$ cat src/rtl/router_pkg.sv
// Shared definitions for the 1x3 router control path: FSM state
// encoding, the reserved header address and the destination count.
package router_pkg;

    localparam int NUM_PORTS = 3;

    // Address value 3 has no FIFO behind it; such headers are dropped.
    localparam logic [1:0] ADDR_INVALID = 2'b11;

    typedef enum logic [2:0] {
        DA  = 3'd0,   // DECODE_ADDRESS
        LFD = 3'd1,   // LOAD_FIRST_DATA
        LD  = 3'd2,   // LOAD_DATA
        LP  = 3'd3,   // LOAD_PARITY
        FFS = 3'd4,   // FIFO_FULL_STATE
        LAF = 3'd5,   // LOAD_AFTER_FULL
        WTE = 3'd6,   // WAIT_TILL_EMPTY
        CPE = 3'd7    // CHECK_PARITY_ERROR
    } state_t;

endpackage

$ cat src/rtl/router_fsm.sv
// Ingress control FSM of the 1x3 router. Decodes the header address,
// sequences writes into the addressed output FIFO, and handles FIFO-full
// back-pressure, parity loading and per-port soft-reset aborts.
// All outputs are Moore outputs decoded from the state register.
// Optional feature: define ROUTER_FSM_PKT_CNT_EN to add per-port
// completed-packet counters on the pkt_cnt port.
module router_fsm #(
    parameter int NUM_PORTS = 3
`ifdef ROUTER_FSM_PKT_CNT_EN
   ,parameter int CNT_W     = 8
`endif
) (
    input  logic                   clock,
    input  logic                   resetn,
    input  logic                   pkt_valid,
    input  logic [1:0]             addr_in,
    input  logic [NUM_PORTS-1:0]   fifo_full,
    input  logic [NUM_PORTS-1:0]   fifo_empty,
    input  logic [NUM_PORTS-1:0]   soft_reset,
    input  logic                   parity_done,
    input  logic                   low_pkt_valid,
    output logic [NUM_PORTS-1:0]   write_enb,
    output logic                   detect_add,
    output logic                   lfd_state,
    output logic                   ld_state,
    output logic                   laf_state,
    output logic                   full_state,
    output logic                   rst_int_reg,
    output logic                   busy
`ifdef ROUTER_FSM_PKT_CNT_EN
   ,output logic [NUM_PORTS*CNT_W-1:0] pkt_cnt
`endif
);

    import router_pkg::*;

    state_t     state;
    state_t     next_state;
    logic [1:0] addr_q;
    logic [1:0] sel_addr;
    logic       f_full;
    logic       f_empty;
    logic       f_srst;
    logic       wr_active;

    // Port flags follow the live header address while decoding, and the
    // latched address for the rest of the packet. Address 3 selects nothing.
    always_comb begin
        sel_addr = (state == DA) ? addr_in : addr_q;
        f_full   = 1'b0;
        f_empty  = 1'b0;
        f_srst   = 1'b0;
        for (int i = 0; i < NUM_PORTS; i++) begin
            if (sel_addr == 2'(i)) begin
                f_full  = fifo_full[i];
                f_empty = fifo_empty[i];
                f_srst  = soft_reset[i];
            end
        end
    end

    // State register.
    always_ff @(posedge clock or negedge resetn) begin
        if (!resetn) state <= DA;
        else         state <= next_state;
    end

    // Latch the destination of each accepted header.
    always_ff @(posedge clock or negedge resetn) begin
        if (!resetn)
            addr_q <= 2'b00;
        else if (state == DA && pkt_valid && addr_in != ADDR_INVALID)
            addr_q <= addr_in;
    end

    // Next-state logic; a soft reset on the active port overrides everything.
    always_comb begin
        next_state = state;
        case (state)
            DA: begin
                if (pkt_valid && addr_in != ADDR_INVALID)
                    next_state = f_empty ? LFD : WTE;
            end
            LFD: next_state = LD;
            LD: begin
                if (f_full)          next_state = FFS;
                else if (!pkt_valid) next_state = LP;
            end
            LP:  next_state = CPE;
            CPE: next_state = f_full ? FFS : DA;
            FFS: begin
                if (!f_full) next_state = LAF;
            end
            LAF: begin
                if (parity_done)        next_state = DA;
                else if (low_pkt_valid) next_state = LP;
                else                    next_state = LD;
            end
            WTE: begin
                if (f_empty) next_state = LFD;
            end
            default: next_state = DA;
        endcase
        if (state != DA && f_srst)
            next_state = DA;
    end

    // Moore output decode; write enable is one-hot on the latched port.
    always_comb begin
        detect_add  = (state == DA);
        lfd_state   = (state == LFD);
        ld_state    = (state == LD);
        laf_state   = (state == LAF);
        full_state  = (state == FFS);
        rst_int_reg = (state == CPE);
        busy        = (state == LFD) || (state == LP)  || (state == CPE) ||
                      (state == FFS) || (state == LAF) || (state == WTE);
        wr_active   = (state == LFD) || (state == LD) ||
                      (state == LP)  || (state == LAF);
        write_enb   = '0;
        for (int i = 0; i < NUM_PORTS; i++)
            write_enb[i] = wr_active && (addr_q == 2'(i));
    end

`ifdef ROUTER_FSM_PKT_CNT_EN
    logic [NUM_PORTS-1:0][CNT_W-1:0] cnt;
    logic                            cnt_inc;

    // A packet completes when CPE or LAF returns to DA on its own, not by abort.
    always_comb begin
        cnt_inc = !f_srst &&
                  (((state == CPE) && !f_full) || ((state == LAF) && parity_done));
    end

    // Per-port completed-packet counters, wrapping, cleared only by resetn.
    always_ff @(posedge clock or negedge resetn) begin
        if (!resetn) begin
            cnt <= '0;
        end else if (cnt_inc) begin
            for (int i = 0; i < NUM_PORTS; i++)
                if (addr_q == 2'(i))
                    cnt[i] <= cnt[i] + 1'b1;
        end
    end

    assign pkt_cnt = cnt;
`endif

endmodule

$ cat config.mk
export PLATFORM = sky130hd
export DESIGN_NAME = router_fsm
export DESIGN_NICKNAME = d
export VERILOG_FILES = /design/src/rtl/router_pkg.sv /design/src/rtl/router_fsm.sv
export SDC_FILE = /design/constraint.sdc
export NUM_CORES = 1
export LEC_CHECK = 0
export BUFFER_PORTS_ARGS = -buffer_cell sky130_fd_sc_hd__buf_2
export CAP_MARGIN = 20
export CORE_MARGIN = 2
export CORE_UTILIZATION = 40
export CTS_CLUSTER_SIZE = 10
export DETAILED_ROUTE_END_ITERATION = 6
export GPL_TIMING_DRIVEN = 0
export PLACE_DENSITY = 0.69
export SLEW_MARGIN = 20
export SYNTH_ARGS = -nofsm -noshare
export SYNTH_HDL_FRONTEND = slang
export SYNTH_SLANG_ARGS = --single-unit
export TNS_END_PERCENT = 5
$ cat constraint.sdc
create_clock -name clock -period 3.9 [get_ports clock]
set_input_delay 0.195 -clock clock [delete_from_list [all_inputs] [get_ports clock]]
set_output_delay 0.195 -clock clock [all_outputs]
set_load 0.05 [all_outputs]
==> metrics.csv <==
metric,value,unit
ys_top_cells_by_count,"nand2_1, nor2_1, a21oi_1, dfrtp_1, mux2i_1",
ys_warn_count,0,
wl_met3,45,um
final.period_utilization,57.9,%
cts_tree,yes,
endpoint_kind,flip-flop,
drc,0,
max_freq,0.443,GHz
power_frac_seq,13.1,%
path_depth,7,
syn_inst,84,
wl_met1,784,um
ys_seq_elements,5,
yosysMostFrequentCell,nand2_1,
ys.flop_type,dfrtp_1,
rsz0062_at_grt,no,
cp_num_buf_inv,2,
diodes,0,
clock_path_buffers,2,
yosysTopAreaCellShare,20.0,%
finalHoldViolCount,0,
grt_pass1_wl,2.86,mm
highest_layer,met3,
start_util,42.1,%
fin_tns_setup,0,ns
ant_nets,0,
holdCritPathClass,in2reg,
grt_pass1_vias,668,
power_switching,0.454,mW
cts_sinks,5,
yosys-top-cells-area,"dfrtp_1, mux2i_1, nand2_1, nor2_1, a21oi_1",
power.density,970,mW/mm^2
p_leak,0.401,nW
placementRows,14,
crit_slowest_cell,dfrtp_1,
critPathMaxStageDelay,0.44,ns
gp_congestion,0.778,
synth_edf_count,0,
nets,131,
critPathTopFamily,compound AO/OA/AOI/OAI gates,
wl_per_cell,12.3,um
slew_headroom,69.0,%
timing.max_cap.violations,0,
synth_top_area_cell,dfrtp_1,
dr.pass1.iters,4,
die_width,43.6,um
ir_drop,420,uV
synth_nets,100,
startpoint_type,flip-flop,
vias_per_cell,5.52,
routed-via-count,717,
drv_slew,0,
p_comb_share,79.6,%
async_reset_ff_share,100,%
rr_worst_depth,7,
drive_gt1_share,33.3,%
critPathKind,reg2reg,
tightest_slew,0.463,ns
p_int,0.330,mW
synth.cell_area,627,sq um
crit_required,4.01,ns
cts_root_buf,clkbuf_4,
chipHeight,43.6,um
antenna_found_initial,0,
holdPathStages,2,
wl,1.60,mm
critPathArrivalTime,2.37,ns
drtIter0Drc,31,
clkLatencyLatePin,0.23,ns
skew,0.00401,ns
cts_buffers,3,
cts-resized-gates,0,
htreeDepth,1,
clk_pin_slew,0.04,ns
total_power,0.784,mW
p_sw_share,57.9,%
wl_met2,774,um
clkPwrFrac,7.3,%
grt_usage,19.7,%
overflow,0,
crit_chain,or3_1 > buf_6 > clkinv_8 > mux2i_1 > nand2_1 > a32o_1 > o311a_1,
yosysSeqAreaShare,20.0,%
die-area,0.00190,sq mm
period_needed,2.26,ns
dp_hpwl,1.29,mm
status,completed,
syn_avg_cell_area,7.46,sq um
area_growth,28.9,%
io_buffers,25,
core,0.00149,sq mm
ios,26,
grt_max_degree,11,
setup_viol_count_final,0,
ys_types,33,
crit_fanout,6,
==> cell families (layout without fill, tap and decap cells) <==
| group | count (synthesis) | after routing | synth area share [%] |
|---|---|---|---|
| AO/OA/AOI/OAI | 25 | 25 | 28.9 |
| buffers and inverters | 8 | 38 | 9.18 |
| flip-flops | 5 | 5 | 20.0 |
| multiplexers | 7 | 7 | 11.6 |
| AND/OR/NAND/NOR | 39 | 39 | 30.3 |
==> flip-flops by register name, indices dropped and copies added (netlist names) <==
name    flops
state       3
addr_q      2
==> routing by layer <==
metal | global-route usage (%) | vias to the layer above
met2 | 31.2 | 15
met4 | 8.48 | 0
li1 | - | 368
met5 | 0 | -
met1 | 26.5 | 334
met3 | 2.92 | 0
==> timing repair <==
item / 4_1_cts / 5_1_grt
setup buffers: 0 / 0
hold endpoints to repair: 5 / 0
hold buffers: 1 / 0
==> metrics by stage <==
step	hold slack [ns]	std cells	setup WS, ns	area (sq um)	util, %
floorplan	-0.101	84	1.76	627	-
global placement	0.00798	125	1.66	772	51.8
detailed placement	0.0135	125	1.66	772	51.8
CTS	0.262	130	1.64	808	54.3
global route	0.282	130	1.52	808	54.3
finish	0.276	130	1.64	808	54.3
==> area by class of cell <==
class,instances,area [sq um]
fillers,143,681
multi-input cells,71,444
repair buffers,26,135
flip-flops and latches,5,125
plain buffers,5,33.8
clock buffers,4,26.3
inverters,3,23.8
well taps,16,20.0
==> power by group through the flow <==
stage          Clock, mW  Sequential (mW)  Combinational (mW)
2_1_floorplan          0           0.0950               0.507
3_3_place_gp           0            0.101               0.619
3_5_place_dp           0            0.102               0.619
4_1_cts           0.0610            0.102               0.623
5_1_grt           0.0626            0.106               0.678
6_report          0.0575            0.103               0.624
==> cells in the final DEF (no fill, tap or decap) <==
cell,netlist,routed
nor3_1,4,4
o21a_1,1,1
nor2_1,9,9
and3_1,1,1
o21ai_0,4,4
dfrtp_1,5,5
nand4_1,1,1
clkbuf_4,0,3
nand2b_1,4,4
inv_1,2,2
mux2i_1,5,5
nor3b_1,2,2
clkbuf_1,3,4
and2_4,1,1
or3_1,1,1
buf_6,2,2
mux2_2,2,2
a22oi_1,2,2
o21ai_1,1,1
nand2_1,12,12
a221oi_2,1,1
a221oi_1,1,1
a21oi_1,5,5
o211ai_1,3,3
o311a_1,1,1
a21o_1,1,1
nor2b_1,2,2
clkinv_8,1,1
buf_2,0,25
a2bb2oi_1,1,1
a32o_1,1,1
dlygate4sd3_1,0,1
or2_2,1,1
nand3_1,1,1
o21ai_2,2,2
o221ai_1,1,1
==> path summary, 6_finish.rpt <==
path | slack, ns | from | endpoint
setup / recovery | 1.64 | state[2]$_DFFE_PN0P_ | state[1]$_DFFE_PN0P_
hold / removal | 0.28 | addr_in[0] | addr_q[0]$_DFFE_PN0P_
setup reg to reg | 1.64 | state[2]$_DFFE_PN0P_ | state[1]$_DFFE_PN0P_
hold reg to reg | 0.67 | state[0]$_DFFE_PN0P_ | state[1]$_DFFE_PN0P_
max in group asynchronous | 3.47 | resetn | state[0]$_DFFE_PN0P_
min in group asynchronous | 0.30 | resetn | addr_q[0]$_DFFE_PN0P_
Note: power is estimated with default switching activity, not from simulation.
